==> src/rtl/mips_pkg.sv <==
// mips_pkg: opcode/funct constants, FSM state enum and decode helper shared by the core.
package mips_pkg;
    typedef enum logic [2:0] {S_FETCH, S_DECODE, S_EXEC, S_MEM, S_WB, S_HALT} state_t;
    localparam logic [5:0] OP_RTYPE = 6'h00;
    localparam logic [5:0] OP_ADDI  = 6'h08;
    localparam logic [5:0] OP_LW    = 6'h23;
    localparam logic [5:0] OP_SW    = 6'h2B;
    localparam logic [5:0] OP_BEQ   = 6'h04;
    localparam logic [5:0] OP_J     = 6'h02;
    localparam logic [5:0] FN_ADD   = 6'h20;
    localparam logic [5:0] FN_SUB   = 6'h22;
    localparam logic [5:0] FN_AND   = 6'h24;
    localparam logic [5:0] FN_OR    = 6'h25;
    localparam logic [5:0] FN_SLT   = 6'h2A;

    function automatic logic is_legal(input logic [5:0] op, input logic [5:0] fn);
        return op == OP_RTYPE ? (fn == FN_ADD || fn == FN_SUB || fn == FN_AND || fn == FN_OR || fn == FN_SLT)
                              : (op == OP_ADDI || op == OP_LW || op == OP_SW || op == OP_BEQ || op == OP_J);
    endfunction
endpackage

==> src/rtl/mips_regfile.sv <==
// mips_regfile: 32 x XLEN register file, two async read ports, one sync write port, reg0 reads zero.
module mips_regfile #(
    parameter int XLEN = 32
) (
    input  logic            clk,
    input  logic            clr_n,
    input  logic [4:0]      ra1,
    input  logic [4:0]      ra2,
    output logic [XLEN-1:0] rd1,
    output logic [XLEN-1:0] rd2,
    input  logic            we,
    input  logic [4:0]      wa,
    input  logic [XLEN-1:0] wd
);
    logic [XLEN-1:0] regs [32];

    always_ff @(posedge clk or negedge clr_n)
        if (!clr_n)
            for (int i = 0; i < 32; i++) regs[i] <= '0;
        else if (we && wa != 5'd0)
            regs[wa] <= wd;

    assign rd1 = ra1 == 5'd0 ? '0 : regs[ra1];
    assign rd2 = ra2 == 5'd0 ? '0 : regs[ra2];
endmodule

==> src/rtl/mips_multicycle_core.sv <==
// mips_multicycle_core: multicycle MIPS subset core (FETCH/DECODE/EXEC/MEM/WB) on a req/ready memory port.
// Define MIPS_ILLEGAL_HALT_EN to halt on illegal instructions; otherwise they execute as NOPs.
module mips_multicycle_core import mips_pkg::*; #(
    parameter int XLEN = 32,
    parameter int AW = 8,
    parameter logic [AW-1:0] RESET_PC = '0
) (
    input  logic            clk,
    input  logic            clr_n,
    output logic            mem_req,
    output logic            mem_we,
    output logic [AW-1:0]   mem_addr,
    output logic [XLEN-1:0] mem_wdata,
    input  logic [XLEN-1:0] mem_rdata,
    input  logic            mem_ready,
    output logic            halted,
    output logic [AW-1:0]   pc_out
);
    state_t state, state_nx;
    logic [AW-1:0] pc, pc_j;
    logic [31:0] ir;
    logic [XLEN-1:0] a, b, imm, res, rd1, rd2, op2, alu;
    logic [5:0] op, fn;
    logic [4:0] wa;

    assign op = ir[31:26];
    assign fn = ir[5:0];
    assign wa = op == OP_RTYPE ? ir[15:11] : ir[20:16];

`ifdef MIPS_ILLEGAL_HALT_EN
    localparam state_t ILL_NX = S_HALT;
    assign halted = state == S_HALT;
`else
    localparam state_t ILL_NX = S_FETCH;
    assign halted = 1'b0;
`endif

    // Jump keeps the PC bits above the 28-bit target field, if the PC has any.
    if (AW > 28) begin : g_jhi
        assign pc_j = {pc[AW-1:28], ir[25:0], 2'b00};
    end else begin : g_jlo
        assign pc_j = AW'({ir[25:0], 2'b00});
    end

    mips_regfile #(.XLEN(XLEN)) u_rf (
        .clk  (clk),
        .clr_n(clr_n),
        .ra1  (ir[25:21]),
        .ra2  (ir[20:16]),
        .rd1  (rd1),
        .rd2  (rd2),
        .we   (state == S_WB),
        .wa   (wa),
        .wd   (res)
    );

    always_comb begin
        op2 = op == OP_RTYPE ? b : imm;
        alu = op != OP_RTYPE ? a + op2 :
              fn == FN_SUB   ? a - op2 :
              fn == FN_AND   ? a & op2 :
              fn == FN_OR    ? a | op2 :
              fn == FN_SLT   ? XLEN'($signed(a) < $signed(op2)) : a + op2;
    end

    always_ff @(posedge clk or negedge clr_n)
        if (!clr_n) state <= S_FETCH;
        else state <= state_nx;

    always_comb begin
        state_nx = state;
        case (state)
            S_FETCH:  state_nx = mem_ready ? S_DECODE : S_FETCH;
            S_DECODE: state_nx = is_legal(op, fn) ? S_EXEC : ILL_NX;
            S_EXEC:   state_nx = (op == OP_LW || op == OP_SW) ? S_MEM :
                                 (op == OP_BEQ || op == OP_J) ? S_FETCH : S_WB;
            S_MEM:    state_nx = !mem_ready ? S_MEM : op == OP_LW ? S_WB : S_FETCH;
            S_WB:     state_nx = S_FETCH;
            default:  state_nx = state;
        endcase
    end

    // res carries the ALU result / memory address, then the load data for WB.
    always_ff @(posedge clk or negedge clr_n)
        if (!clr_n) begin
            pc  <= RESET_PC;
            ir  <= '0;
            a   <= '0;
            b   <= '0;
            imm <= '0;
            res <= '0;
        end else begin
            case (state)
                S_FETCH:
                    if (mem_ready) begin
                        ir <= mem_rdata[31:0];
                        pc <= pc + AW'(4);
                    end
                S_DECODE: begin
                    a   <= rd1;
                    b   <= rd2;
                    imm <= {{(XLEN-16){ir[15]}}, ir[15:0]};
                end
                S_EXEC: begin
                    res <= alu;
                    if (op == OP_BEQ && a == b) pc <= pc + (AW'(imm) << 2);
                    if (op == OP_J) pc <= pc_j;
                end
                S_MEM:
                    if (mem_ready && op == OP_LW) res <= mem_rdata;
                default: ;
            endcase
        end

    assign mem_req   = clr_n && (state == S_FETCH || state == S_MEM);
    assign mem_we    = state == S_MEM && op == OP_SW;
    assign mem_addr  = {state == S_MEM ? res[AW-1:2] : pc[AW-1:2], 2'b00};
    assign mem_wdata = b;
    assign pc_out    = pc;
endmodule

==> config.mk <==
export PLATFORM = sky130hd
export DESIGN_NAME = mips_multicycle_core
export DESIGN_NICKNAME = d
export VERILOG_FILES = /design/src/rtl/mips_pkg.sv /design/src/rtl/mips_regfile.sv /design/src/rtl/mips_multicycle_core.sv
export SDC_FILE = /design/constraint.sdc
export NUM_CORES = 2
export LEC_CHECK = 0
export BUFFER_PORTS_ARGS = -buffer_cell sky130_fd_sc_hd__buf_4
export CAP_MARGIN = 25
export CORE_AREA = 2 2 360 362
export CTS_CLUSTER_DIAMETER = 150
export DETAILED_ROUTE_END_ITERATION = 10
export DIE_AREA = 0 0 362 364
export PLACE_DENSITY = 0.7
export SLEW_MARGIN = 0
export SYNTH_ARGS = -nofsm -noshare
export SYNTH_HDL_FRONTEND = slang
export SYNTH_HIERARCHICAL = 1
export SYNTH_SLANG_ARGS = --single-unit
==> constraint.sdc <==
create_clock -name clk -period 5.7 [get_ports clk]
set_input_delay 0.855 -clock clk [delete_from_list [all_inputs] [get_ports clk]]
set_output_delay 0.855 -clock clk [all_outputs]
set_load 0.005 [all_outputs]
### After elaboration in Yosys (flattened, before gate mapping)

Cells that the tools add are included.

* bits in registers: 1179
* bits of input ports: 35
* output and inout port bits: 51
* word-level logic and storage cells: 133

* add/subtract/negate cells: 4
* order comparisons: 5
* equality and inequality tests: 18
* muxes and demuxes: 33
* bitwise gates (word level): 5
* reductions and logical operators: 29

Operators with widths (number)
* bitwise mux 1024 bit: 1
* two-way mux 32 bit: 14
* binary-select mux 32 bit (select 5 bit): 2
* demux 32 bit (select 5 bit): 1
* case mux 32 bit (2 select lines): 1
* == test 6 bit (second input constant): 7
* adder 32 bit: 1
* bitwise AND 32 bit: 1
* == test 32 bit: 1
* less-than comparator 32 bit: 1
* OR 32 bit: 1
* subtractor 32 bit: 1
* two-way mux 8 bit: 3
* >= comparator 6 bit (second input constant): 3
* NOT 5 -> 6 bit: 3
* case mux 8 bit (2 select lines): 1
* case mux 3 bit (5 select lines): 1
* two-way mux 3 bit: 4
* logical OR 1 bit: 11
* logical NOT 5 bit: 2
* nonzero test 5 bit: 2
* adder 8 x 3 -> 8 bit (second input constant): 1
* adder 8 bit: 1
* == test 3 x 2 -> 1 bit (second input constant): 2
* other kinds (19): 28

### Longest topological paths before layout

* word-level depth: 9
* mapped depth: 20
* depth with buffers taken out: 16

### Cells and area by module

The synthesis kept the hierarchy.

By module, submodules not included
* mips_regfile: instances 1, cells an instance 3788, area each 54512.3 um2, sequential area each 25624.6 um2
* mips_multicycle_core: instances 1, cells an instance 1543, area each 12741.0 um2, sequential area each 3828.7 um2

### Worst setup path before layout

Ideal clock, no wire load.

* path kind: register -> register
* start point: register ir[26]
* end point: register res[30]
* setup time: 0.132 ns
* data arrival time: 4.423 ns
* required time: 5.568 ns
* slack: 1.145 ns
* stages on the path, launching flop included: 21
* buffers on the path: 4
* period minus slack after synthesis: 4.555 ns
* cell sequence: dfrtp_1 or4_1 nor3_1 buf_2 buf_2 buf_2 clkbuf_1 nand2_1 nand2_1 ha_1 inv_1 fa_1 nor3b_2 nor3_1 a211oi_2 a41oi_1 a211o_1 a31oi_2 mux2i_1 a2111oi_1 nor2_1

* word-level cells in the longest chain between the ends: 9
* elaborated cells between the ends (all ways): 17
* those cells by class: add/sub (2); eq/ne (2); mux (7); bitwise (2); reduce/logical (4)

RTL lines
* start: declaration: RTL line mips_multicycle_core.sv:21 `logic [31:0] ir;`
* start signal: assignment: RTL line mips_multicycle_core.sv:96 `ir <= mem_rdata[31:0];`
* logical NOT 6 bit: RTL line mips_multicycle_core.sv:58 `op2 = op == OP_RTYPE ? b : imm;`
* two-way mux 32 bit: RTL line mips_multicycle_core.sv:58
* adder 32 bit: RTL line mips_multicycle_core.sv:59, mips_multicycle_core.sv:63
* two-way mux 32 bit: RTL line mips_multicycle_core.sv:63 `fn == FN_SLT ? XLEN'($signed(a) < $signed(op2)) : a + op2;`
* two-way mux 32 bit: RTL line mips_multicycle_core.sv:62 `fn == FN_OR ? a | op2 :`
* two-way mux 32 bit: RTL line mips_multicycle_core.sv:61 `fn == FN_AND ? a & op2 :`
* two-way mux 32 bit: RTL line mips_multicycle_core.sv:60 `fn == FN_SUB ? a - op2 :`
* two-way mux 32 bit: RTL line mips_multicycle_core.sv:59 `alu = op != OP_RTYPE ? a + op2 :`
* case mux 32 bit (2 select lines): RTL line mips_multicycle_core.sv:93 `case (state)`
* end signal: assignment: RTL line mips_multicycle_core.sv:105 `res <= alu;`
* end signal: assignment: RTL line mips_multicycle_core.sv:110 `if (mem_ready && op == OP_LW) res <= mem_rdata;`
* end: declaration: RTL line mips_multicycle_core.sv:22 `logic [XLEN-1:0] a, b, imm, res, rd1, rd2, op2, alu;`

Several ways; a longest one is shown, not always the timed one.
A chain may end at the register's enable or synchronous reset.

### Final worst setup path

* start point: register ir[26]
* end point: register res[31]

The elaborated chain is that of the path after synthesis.

==> impl_metrics.csv <==
group,metric,value,unit
worst_setup_path,crit_path_start_kind,"flop",
synthesis,synth_enable_flop_cells,0,
routing,wl_per_cell,32.3,um
worst_setup_path,cpPeakStageDelay,0.61,ns
clock_network,numClockSinks,1177,
clock_network,cts_tree,"built",
worst_setup_path,crit_path_top_delay_cell,"or4_1",
floorplan,io_pins,86,
floorplan,rows,132,
synthesis,async_flop_share,1.00,
floorplan,core-area,128000,um2
global_route,grt_pass1_vias,48082,
global_route,grt_usage,0.340,
finish,drive_gt1_frac,0.377,
finish,layout_common_cells,"dfrtp_1 (1,170), mux2_2 (1,069), mux4_2 (348), mux2i_1 (334), buf_4 (231)",
timing,fin_skew,0.0330,ns
timing,hold_viol,0,
worst_setup_path,worst-path-buf-inv,2,
worst_setup_path,cp.required,6.36,ns
flow_run,maxCapViolCount,0,
floorplan,initial_core_util,0.524,
worst_setup_path,rr_startpoint,"ir[26]$_DFFE_PN0P_",
synthesis,syn_inst,5331,
finish,fillers,10236,
place,portBuffers,80,
routing,drt_first_pass_iters,9,
clock_network,cts_hold_buf,0,
clock_network,cts_buffer_depth,3,
finish,final_common_cell,"dfrtp_1",
power_and_ir_drop,p_seq_frac,0.466,
power_and_ir_drop,cell_internal_pwr,13.7,mW
routing,num_vias,48709,
clock_network,clockRootBuffer,"clkbuf_16",
clock_network,ctsHtreeMaxLevel,3,
routing,drc,0,
power_and_ir_drop,p_switching,4.47,mW
finish,nets,5347,
routing,ant_nets,0,
timing,setup_viol,0,
floorplan,die_x,362,um
timing,final.setup.tns,0,ns
routing,initialDrtViolationCount,6096,
timing,maxSlewViolCount,0,
routing,avgViaCountPerCell,6.98,
timing,max_freq,199,MHz
clock_network,path_clk_slew,0.07,ns
global_route,grt_remaining_overflow,0,
synthesis,ys_warn_count,6,
worst_setup_path,regToRegSetupSlack,0.67,ns
floorplan,die_h,364,um
synthesis,ys_ff_latch,1177,
power_and_ir_drop,p_per_area,245,nW/um2
global_route,grt_pass1_wl,330000,um
run_status,status,"finished, final reports clean",
power_and_ir_drop,p_leak,34.1,nW
floorplan,die_area,132000,um2
clock_network,cts_made_buffers,121,
timing,relSlewSlack,0.173,
worst_setup_path,crit_chain,"or4_1 > or3_1 > buf_4 > and2_1 > a21o_1 > inv_1 > ha_1 > a21oi_1 > o21ai_0 > a211oi_1 > o41ai_4 > a311oi_1 > o21bai_1 > xnor2_1 > o311a_1 > o22ai_1",
finish,area_delta_synth_final,10.4,%
clock_network,cts_resized,0,
worst_setup_path,cp_top_family,"compound AO/OA/AOI/OAI gates",
timing,worst_hold_slack,0.0583,ns
hold_path,hp-class,"in -> async",
global_route,antenna_found_initial,11,
synthesis,netlist_area,67300,um2
clock_network,postCtsSetupBuffers,0,
timing,timing_worst_slew_pin_value,1.24,ns
place,dp_hpwl,142000,um
synthesis,synth_ff_type,"dfrtp_1",
clock_network,insertion_delay,0.76,ns
timing,final.period_utilization,0.882,
worst_setup_path,cp_data_arrival_time,5.69,ns
timing,min_period,5.03,ns
power_and_ir_drop,power_frac_comb,0.065,
worst_setup_path,cp_max_fo,17,
global_route,grt_start_max_net_pins,162,
power_and_ir_drop,swShare,0.246,
power_and_ir_drop,clockPowerShare,0.469,
worst_setup_path,crit_type,"reg -> reg",
timing,grt_setup_unrepaired,"false",
synthesis,yosysUniqueCellTypes,92,
power_and_ir_drop,vdd_drop_max,0.000268,V
synthesis,synth_seq_area_share,0.438,
synthesis,avgSynthCellArea,12.6,um2
place,place_congestion,0.973,
worst_setup_path,startpoint,"ir[26]$_DFFE_PN0P_",
routing,wl,225000,um
worst_setup_path,cp-end-kind,"flop",
worst reg2reg max path, delay by kind of cell, from the launching register on:
| family | cells | cell delay (ns) |
|---|---|---|
| AO/OA/AOI/OAI | 9 | 2.30 |
| AND/OR/NAND/NOR | 3 | 1.45 |
| flip-flops | 1 | 0.40 |
| adder cells (fa/ha/maj) | 1 | 0.37 |
| buffers and inverters | 2 | 0.28 |
| XOR/XNOR | 1 | 0.14 |
stage by stage:
step	setup slack (ns)	cells	total power, mW	area (um2)	utilization
after detailed placement	0.768	6736	9.76	69700	0.543
final	0.674	6981	18.2	74300	0.579
after CTS	0.719	6963	18.2	74000	0.576
after global placement	0.856	6726	9.75	69500	0.542
after global routing	0.371	6977	18.7	74300	0.579
after floorplan	1.14	5335	9.16	67300	-
area by class of cell:
class	count	area, um2	share of cell area
timing repair buffer	285	2820	0.0380
tap	1675	2100	0.0282
antenna	4	10.0	0.000135
sequential	1177	29500	0.397
clock inverter	62	798	0.0107
clock buffer	165	3480	0.0468
multi-input combinational	3512	35200	0.474
inverter	101	379	0.00510
power by group through the flow:
stage	Combinational (mW)	Clock (mW)	Sequential [mW]
3_3_place_gp	1.11	0	8.64
4_1_cts	1.14	8.62	8.47
6_report	1.19	8.53	8.47
5_1_grt	1.24	8.98	8.46
2_1_floorplan	0.619	0	8.54
3_5_place_dp	1.13	0	8.63
worst paths after layout:
kind | end | depth (start not counted)
min in group clk | ir[29]$_DFFE_PN0P_ | 3
setup reg to reg | res[31]$_DFFE_PN0P_ | 16
setup / recovery | res[31]$_DFFE_PN0P_ | 16
hold reg to reg | u_rf/regs[1023]$_DFFE_PN0P_ | 0
hold / removal | u_rf/regs[135]$_DFFE_PN0P_ | 1
max in group asynchronous | u_rf/regs[204]$_DFFE_PN0P_ | 3
cell usage after synthesis (8+ instances only):
| cell | count | area [um2] |
|---|---|---|
| and2_1 | 13 | 81.3 |
| a22o_1 | 55 | 482 |
| o21ai_1 | 26 | 130 |
| nand4_1 | 14 | 87.6 |
| mux2_1 | 40 | 450 |
| xor2_1 | 39 | 342 |
| buf_1 | 61 | 229 |
| mux4_2 | 348 | 7840 |
| a21o_1 | 37 | 278 |
| nand3_1 | 19 | 95.1 |
| o21ai_0 | 151 | 756 |
| o31ai_1 | 10 | 75.1 |
| nand2b_1 | 18 | 113 |
| nor2_1 | 132 | 495 |
| ha_1 | 111 | 1390 |
| mux2i_1 | 334 | 3340 |
| a21oi_1 | 176 | 881 |
| buf_2 | 123 | 616 |
| nor2b_1 | 75 | 469 |
| or3_1 | 18 | 113 |
| a2111oi_0 | 27 | 236 |
| nor4_1 | 46 | 288 |
| inv_1 | 101 | 379 |
| o22ai_1 | 44 | 275 |
| mux2_2 | 1069 | 12000 |
| nand2_1 | 203 | 762 |
| a31oi_1 | 13 | 81.3 |
| a221oi_1 | 12 | 105 |
| nor3_1 | 63 | 315 |
| a22oi_1 | 109 | 818 |
| a211oi_1 | 101 | 758 |
| buf_4 | 29 | 218 |
| dfrtp_1 | 1177 | 29500 |
| o21bai_1 | 11 | 82.6 |
| o211ai_1 | 14 | 105 |
| buf_6 | 16 | 180 |
| xnor2_1 | 29 | 254 |
| o221ai_1 | 35 | 307 |
| clkbuf_1 | 313 | 1170 |
| nor3b_1 | 8 | 60.1 |
per-layer routing:
layer | vias up | part of all wire | track usage
li1 | 19805 | - | -
met1 | 25439 | 0.39 | 0.449
met2 | 2809 | 0.45 | 0.527
met3 | 648 | 0.099 | 0.0766
met4 | 8 | 0.056 | 0.175
met5 | - | 0.00026 | 0
cell families (layout without fill, tap and decap cells):
logic type | after synthesis | in the layout | synth area share
xor gates and xnor gates | 68 | 68 | 0.00886
adders and majority gates | 115 | 115 | 0.0217
AOI/OAI and AO/OA | 885 | 885 | 0.0896
DFF | 1177 | 1177 | 0.438
and+or+nand+nor | 648 | 648 | 0.0477
muxes | 1791 | 1791 | 0.352
buffers and inverters | 646 | 613 | 0.0423
other | 1 | 9 | 0.0000558
sequential cells by signal (all words and copies together) (netlist names):
register   flops
a             32
imm           16
ir            32
mem_wdata     32
pc_out         6
res           32
state          3
u_rf/regs   1024
No activity file was read; power rests on OpenSTA's default activity.
